<file path="src/rtl/display_pkg.sv">
// Shared types and constants for the display window pipeline.
// Holds the fade FSM states and the per-channel dimming helper.
package display_pkg;

  typedef enum logic [1:0] {
    IDLE,
    FADE_IN,
    SHOW,
    FADE_OUT
  } fade_state_t;

  localparam logic [7:0]  SHOW_STATE = 8'h03;
  localparam logic [11:0] RGB_BLACK  = 12'h000;

  // level 16 multiplies by 16, so >>4 returns the channel unchanged
  function automatic logic [11:0] dim(
    input logic [11:0] c,
    input logic [4:0]  lvl
  );
    logic [7:0] r, g, b;
    r = 8'(c[11:8]) * 8'(lvl);
    g = 8'(c[7:4])  * 8'(lvl);
    b = 8'(c[3:0])  * 8'(lvl);
    return {r[7:4], g[7:4], b[7:4]};
  endfunction

endpackage

</file>
<file path="src/rtl/display_fade_ctrl.sv">
// Frame-tick driven fade FSM: steps brightness level 0..16
// once every FADE_FRAMES ticks while fading in or out.
module display_fade_ctrl
  import display_pkg::*;
#(
  parameter int FADE_FRAMES = 2
) (
  input  logic       clk,
  input  logic       rst_n,
  input  logic       tick,
  input  logic       show,
  output logic [4:0] level,
  output logic       busy
);

  localparam int DW = (FADE_FRAMES > 1) ? $clog2(FADE_FRAMES) : 1;
  localparam logic [DW-1:0] LAST = DW'(FADE_FRAMES - 1);

  fade_state_t   fsm;
  logic [DW-1:0] div;

  always_ff @(posedge clk or negedge rst_n) begin
    if (!rst_n) begin
      fsm   <= IDLE;
      level <= 5'd0;
      div   <= '0;
      busy  <= 1'b0;
    end else if (tick) begin
      unique case (fsm)
        IDLE: begin
          if (show) begin
            fsm  <= FADE_IN;
            div  <= '0;
            busy <= 1'b1;
          end
        end
        FADE_IN: begin
          if (!show) begin
            fsm <= FADE_OUT;
            div <= '0;
          end else if (div == LAST) begin
            div   <= '0;
            level <= level + 5'd1;
            if (level == 5'd15) begin
              fsm  <= SHOW;
              busy <= 1'b0;
            end
          end else begin
            div <= div + 1'b1;
          end
        end
        SHOW: begin
          if (!show) begin
            fsm  <= FADE_OUT;
            div  <= '0;
            busy <= 1'b1;
          end
        end
        FADE_OUT: begin
          if (show) begin
            fsm <= FADE_IN;
            div <= '0;
          end else if (level == 5'd0) begin
            // aborted before the first step up; nothing to fade
            fsm  <= IDLE;
            div  <= '0;
            busy <= 1'b0;
          end else if (div == LAST) begin
            div   <= '0;
            level <= level - 5'd1;
            if (level == 5'd1) begin
              fsm  <= IDLE;
              busy <= 1'b0;
            end
          end else begin
            div <= div + 1'b1;
          end
        end
        default: fsm <= IDLE;
      endcase
    end
  end

endmodule

</file>
<file path="src/rtl/display_window.sv">
// Scaled image window with border, RAM address generation and
// latency-matched region pipeline feeding a fading RGB444 output.
module display_window
  import display_pkg::*;
#(
  parameter int          W            = 200,
  parameter int          H            = 150,
  parameter int          STARTROW     = 0,
  parameter int          STARTCOL     = 0,
  parameter int          SCALE_LOG2   = 0,
  parameter int          RAM_LAT      = 1,
  parameter int          BORDER_W     = 4,
  parameter logic [11:0] BORDER_COLOR = 12'hFFF,
  parameter int          FADE_FRAMES  = 2,
  parameter int          ADDR_W       = 15
) (
  input  logic              clk,
  input  logic              rst_n,
  input  logic [11:0]       xpos,
  input  logic [11:0]       ypos,
  input  logic [7:0]        state,
  output logic [ADDR_W-1:0] ram_addr,
  input  logic [11:0]       pixel_data,
  output logic [11:0]       VGA_RGB,
  output logic              fade_busy
);

  localparam int WS = W << SCALE_LOG2;
  localparam int HS = H << SCALE_LOG2;

  localparam logic signed [13:0] X0  = 14'(STARTCOL);
  localparam logic signed [13:0] X1  = 14'(STARTCOL + WS);
  localparam logic signed [13:0] BX0 = 14'(STARTCOL - BORDER_W);
  localparam logic signed [13:0] BX1 = 14'(STARTCOL + WS + BORDER_W);
  localparam logic signed [13:0] Y0  = 14'(STARTROW);
  localparam logic signed [13:0] Y1  = 14'(STARTROW + HS);
  localparam logic signed [13:0] BY0 = 14'(STARTROW - BORDER_W);
  localparam logic signed [13:0] BY1 = 14'(STARTROW + HS + BORDER_W);

  logic signed [13:0] xs, ys;
  logic [13:0]        dx, dy;
  logic [11:0]        col, row;
  logic [ADDR_W-1:0]  addr_next;
  logic               in_win, in_bord;
  logic               origin, prev_origin, tick, show;
  logic [RAM_LAT:0]   win_d, bord_d;
  logic [11:0]        src;
  logic [4:0]         level;

  assign xs = $signed({2'b00, xpos});
  assign ys = $signed({2'b00, ypos});
  assign dx = xs - X0;
  assign dy = ys - Y0;
  assign col = 12'(dx >> SCALE_LOG2);
  assign row = 12'(dy >> SCALE_LOG2);
  assign addr_next = ADDR_W'(32'(row) * 32'(W) + 32'(col));

  assign in_win = (xs >= X0) && (xs < X1) &&
                  (ys >= Y0) && (ys < Y1);
  assign in_bord = !in_win &&
                   (xs >= BX0) && (xs < BX1) &&
                   (ys >= BY0) && (ys < BY1);

  // prev_origin resets low so a reset released at (0,0) still ticks
  assign origin = (xpos == 12'd0) && (ypos == 12'd0);
  assign tick   = origin && !prev_origin;
  assign show   = (state == SHOW_STATE);

  display_fade_ctrl #(
    .FADE_FRAMES(FADE_FRAMES)
  ) u_fade (
    .clk  (clk),
    .rst_n(rst_n),
    .tick (tick),
    .show (show),
    .level(level),
    .busy (fade_busy)
  );

  always_comb begin
    src = RGB_BLACK;
    unique case (1'b1)
      win_d[RAM_LAT]:  src = pixel_data;
      bord_d[RAM_LAT]: src = BORDER_COLOR;
      default:         src = RGB_BLACK;
    endcase
  end

  always_ff @(posedge clk or negedge rst_n) begin
    if (!rst_n) begin
      prev_origin <= 1'b0;
      ram_addr    <= '0;
      win_d       <= '0;
      bord_d      <= '0;
      VGA_RGB     <= RGB_BLACK;
    end else begin
      prev_origin <= origin;
      if (in_win) ram_addr <= addr_next;
      win_d   <= {win_d[RAM_LAT-1:0], in_win};
      bord_d  <= {bord_d[RAM_LAT-1:0], in_bord};
      VGA_RGB <= dim(src, level);
    end
  end

endmodule

</file>
<file path="config.mk">
export PLATFORM = sky130hd
export DESIGN_NAME = display_window
export DESIGN_NICKNAME = d
export VERILOG_FILES = /design/src/rtl/display_pkg.sv /design/src/rtl/display_fade_ctrl.sv /design/src/rtl/display_window.sv
export SDC_FILE = /design/constraint.sdc
export NUM_CORES = 1
export LEC_CHECK = 0
export ABC_AREA = 1
export CORE_ASPECT_RATIO = 1.4
export CORE_MARGIN = 2
export CORE_UTILIZATION = 45
export CTS_CLUSTER_SIZE = 10
export DETAILED_ROUTE_END_ITERATION = 12
export GPL_ROUTABILITY_DRIVEN = 0
export PLACE_DENSITY = 0.69
export SETUP_SLACK_MARGIN = 0.05
export SKIP_CTS_REPAIR_TIMING = 1
export SLEW_MARGIN = 20
export SYNTH_ARGS = -nofsm -noshare
export SYNTH_HDL_FRONTEND = slang
export SYNTH_SLANG_ARGS = --single-unit
</file>
<file path="constraint.sdc">
create_clock -name clk -period 7.1 [get_ports clk]
set_input_delay 1.42 -clock clk [delete_from_list [all_inputs] [get_ports clk]]
set_output_delay 1.42 -clock clk [all_outputs]
set_load 0.02 [all_outputs]
</file>
==> impl_summary.log <==
INFO  metric grt.total_usage = 0.199
INFO  metric clock_power_share = 0.313
INFO  metric setup.worst_path.start_class = input pin
INFO  metric synth_fp_nets = 813
INFO  metric worstSkewPairLatency = 0.29 ns
INFO  metric delay_of_the_slowest_cell_on_the_worst_path = 0.59 ns
INFO  metric port_buffers = 73
INFO  metric power_frac_seq = 0.295
INFO  metric critical_path_capture_point_type = register
INFO  metric preCtsSetupSlack = 1.83 ns
INFO  metric final_max_slew_viol_count = 0
INFO  metric finalSetupViolCount = 0
INFO  metric clock_path_buffers = 2
INFO  metric synth_area_leaders = sky130_fd_sc_hd__dfrtp_1 21%, sky130_fd_sc_hd__ha_1 20%, sky130_fd_sc_hd__nand2_1 16%, sky130_fd_sc_hd__inv_1 10%, sky130_fd_sc_hd__fa_1 9.2%
INFO  metric critical-path-slowest-cell = sky130_fd_sc_hd__clkdlybuf4s50_1
INFO  metric fp.dieW = 91.4 um
INFO  metric dieHeight = 126 um
INFO  metric antenna-diode-count = 0
INFO  metric sw_frac_of_total = 0.350
INFO  metric met2_length = 6130 um
INFO  metric synth_area = 4810 um^2
INFO  metric postLayoutCoreUtil = 0.560
INFO  metric peak_supply_drop = 84.8 uV
INFO  metric power.switching = 0.294 mW
INFO  metric max_freq = 0.201 GHz
INFO  metric grt_antenna_before_repair = 0
INFO  metric comb_power_share = 0.392
INFO  metric cts-buffers-inserted = 5
INFO  metric grt_remaining_overflow = 0
INFO  metric power_leakage = 3.24 nW
INFO  metric grt_max_degree = 42
INFO  metric ys_seq_elements = 41
INFO  metric cts_htree_levels = 2
INFO  metric first_iter_violations = 152
INFO  metric number_of_design_rule_violations_left_after_detail_routing = 0
INFO  metric cellPowerDensity = 144 nW/um^2
INFO  metric yosys.area_share.adder = 0.289
INFO  metric worstHoldPathType = register to register
INFO  metric average_cell_area_after_synthesis = 7.19 um^2
INFO  metric crit_path_cell_trace = clkdlybuf4s50_1 -> inv_1 -> ha_1 -> ha_1 -> fa_1 -> ha_1 -> nand2_1 -> inv_1 -> nand2_1 -> nand2_1 -> xor2_1 -> ha_1 -> nand2_1 -> nor2_1 -> nand3_1 -> nand3_1 -> nand2_1 -> nor2_1 -> nand2_1 -> nand3_1 -> nand2_1
INFO  metric clock-skew-final = 0.0117 ns
INFO  metric timing.final.crit_share = 0.700
INFO  metric hold_viol = 0
INFO  metric synthDominantAreaCellType = sky130_fd_sc_hd__dfrtp_1
INFO  metric io_pins = 74
INFO  metric critPathMaxFanout = 6
INFO  metric highest_layer = met4
INFO  metric areaGrowthSynthToFinish = 21.1%
INFO  metric post_detailed_route_via_to_cell_ratio = 5.02
INFO  metric route.detailed.wl_per_inst = 12.5 um
INFO  metric vias = 4,409
INFO  metric timing_worst_slew_pin_value = 0.927 ns
INFO  metric critical-path-top-cell-by-count = sky130_fd_sc_hd__nand2_1
INFO  metric grt_pass1_vias = 4,365
INFO  metric synth_xor_area_frac = 0.0510
INFO  metric final_nets = 884
INFO  metric tritoncts = done
INFO  metric post-dp-hpwl = 9290 um
INFO  metric start_util = 0.462
INFO  metric drt_pre_antenna_iters = 5
INFO  metric design.die.area = 11,500 um^2
INFO  metric wl_met1 = 4020 um
INFO  metric critPathArrivalTime = 5.15 ns
INFO  metric synth_top_family_by_area = adder cells
INFO  metric yosysWarningCount = 0
INFO  metric wl_met3 = 370 um
INFO  metric synth_sequential_area_ratio = 0.213
INFO  metric relSlewSlack = 0.382
INFO  metric cts-root-buf = sky130_fd_sc_hd__clkbuf_16
INFO  metric synthCells = 669
INFO  metric yosys-mux-area-fraction = 0
INFO  metric detail-route-antenna-nets = 0
INFO  metric power_report.internal_total = 0.546 mW
INFO  metric yosys_top_cell_area_share = 0.213
INFO  metric worst_slack = 2.13 ns
INFO  metric grt_pass1_wl = 18,800 um
INFO  metric post_synthesis_compound_gate_area_fraction = 0.0780
INFO  metric post_route_cells_drive_above_1_share = 0.0337
INFO  metric rsz0062_at_grt = no
INFO  metric synth_simple_gate_area_share = 0.253
INFO  metric timing_worst_setup_path_type = input pin to register
INFO  metric coreArea = 10,400 um^2
INFO  metric fin_setup_tns = 0 ns
INFO  metric status = finished clean
INFO  metric yosys.cell_types.count = 34
INFO  metric post-route-min-period = 4.97 ns
INFO  metric rows = 44
INFO  metric total_wire_length = 10,900 um
INFO  metric crit_required = 7.28 ns
INFO  metric clock_sink_count = 41
INFO  metric max_cap_viol_count = 0
INFO  metric worst_setup_hold_path_clk_slew = 0.07 ns
## metrics by stage
stage               hold WS, ns  power (mW)  cell area (um^2)  std cells
global route              0.368       0.901              5820        879
detailed placement        0.350       0.583              5660        871
floorplan                 0.331       0.479              4810        669
finish                    0.362       0.840              5820        879
CTS                       0.360       0.849              5820        879
global placement          0.358       0.572              5660        871
## metal layers
layer,vias up,track usage
met4,0,0.0998
li1,2216,-
met3,28,0.0226
met5,-,0
met2,113,0.394
met1,2052,0.200
## area by class of cell
type                    instances  area (um^2)
clock inverters                 3         43.8
multi-input cells             486         3230
inverters                     133          502
flip-flops and latches         41         1030
fillers                       992         4580
repair buffers                 73          726
clock buffers                   5          125
well taps                     138          173
## power by group through the flow
stage | clock network [mW] | registers, mW | logic [mW]
6_report | 0.263 | 0.248 | 0.329
5_1_grt | 0.277 | 0.249 | 0.376
4_1_cts | 0.269 | 0.248 | 0.332
3_5_place_dp | 0 | 0.252 | 0.331
3_3_place_gp | 0 | 0.252 | 0.320
2_1_floorplan | 0 | 0.261 | 0.218
## sequential cells by signal, indices dropped and copies added (netlist names)
signal	cells
u_fade.fsm	2
win_d	2
VGA_RGB	12
u_fade.busy	1
bord_d	2
u_fade.level	5
u_fade.div	1
ram_addr	15
prev_origin	1
## cells in the final DEF, fill, tap and decap left out, types with 2 or more instances in the layout
cell                              instances
sky130_fd_sc_hd__clkdlybuf4s50_1         72
sky130_fd_sc_hd__o21ai_1                  4
sky130_fd_sc_hd__inv_2                    2
sky130_fd_sc_hd__a21oi_1                 29
sky130_fd_sc_hd__nor2_1                  42
sky130_fd_sc_hd__a211oi_1                 3
sky130_fd_sc_hd__ha_1                    76
sky130_fd_sc_hd__nor4_1                   2
sky130_fd_sc_hd__clkbuf_16                5
sky130_fd_sc_hd__inv_1                  129
sky130_fd_sc_hd__fa_1                    22
sky130_fd_sc_hd__nor3_1                   5
sky130_fd_sc_hd__xnor2_1                 10
sky130_fd_sc_hd__nand4_1                 10
sky130_fd_sc_hd__nand2_1                201
sky130_fd_sc_hd__o21ai_0                 12
sky130_fd_sc_hd__nand3_1                 30
sky130_fd_sc_hd__xor2_1                  18
sky130_fd_sc_hd__o21ai_2                  8
sky130_fd_sc_hd__dfrtp_1                 41
sky130_fd_sc_hd__a21o_1                   2
sky130_fd_sc_hd__a31oi_1                  3
## cells by family after synthesis
family | Yosys count
buffers and inverters | 142
XOR/XNOR | 28
AND/OR/NAND/NOR | 296
AO/OA/AOI/OAI | 64
adder cells (fa/ha/maj) | 98
flip-flops | 41
## critical path, delay by kind of cell
family / cells / cell delay, ns
fa+ha+maj: 5 / 1.80
simple gates: 12 / 1.03
buf+inv: 3 / 0.75
xor+xnor: 1 / 0.15
## synthesized netlist by cell type
cell type,n
sky130_fd_sc_hd__clkinv_1,1
sky130_fd_sc_hd__a21o_1,2
sky130_fd_sc_hd__inv_4,1
sky130_fd_sc_hd__or2_4,1
sky130_fd_sc_hd__a21oi_2,1
sky130_fd_sc_hd__inv_2,2
sky130_fd_sc_hd__ha_1,76
sky130_fd_sc_hd__xor2_1,18
sky130_fd_sc_hd__nor3b_1,1
sky130_fd_sc_hd__o21ai_1,4
sky130_fd_sc_hd__nand3_1,30
sky130_fd_sc_hd__nor3_1,5
sky130_fd_sc_hd__fa_1,22
sky130_fd_sc_hd__clkbuf_1,4
sky130_fd_sc_hd__a31oi_1,3
sky130_fd_sc_hd__nand4_1,10
sky130_fd_sc_hd__inv_1,129
sky130_fd_sc_hd__o21a_1,1
sky130_fd_sc_hd__buf_2,3
sky130_fd_sc_hd__and3_1,1
sky130_fd_sc_hd__o21ai_2,8
sky130_fd_sc_hd__o211ai_1,1
sky130_fd_sc_hd__dfrtp_1,41
sky130_fd_sc_hd__nor3_4,1
sky130_fd_sc_hd__nor4_1,2
sky130_fd_sc_hd__nand2_1,201
sky130_fd_sc_hd__a211oi_1,3
sky130_fd_sc_hd__nor2_1,42
sky130_fd_sc_hd__buf_6,2
sky130_fd_sc_hd__o21ai_0,12
sky130_fd_sc_hd__a21oi_1,29
sky130_fd_sc_hd__nor2_2,1
sky130_fd_sc_hd__nand3_2,1
sky130_fd_sc_hd__xnor2_1,10
## path summary, 6_finish.rpt
path | startpoint | slack [ns] | cells after the start | end
hold / removal | win_d[0] | 0.36 | 0 | win_d[1]
hold reg to reg | win_d[0] | 0.36 | 0 | win_d[1]
setup reg to reg | win_d[1] | 3.97 | 12 | VGA_RGB[3]
max in group asynchronous | rst_n | 5.25 | 1 | u_fade.busy
min in group asynchronous | rst_n | 1.27 | 1 | VGA_RGB[6]
setup / recovery | ypos[3] | 2.13 | 21 | ram_addr[14]
No activity file was read; power rests on OpenSTA's default activity.
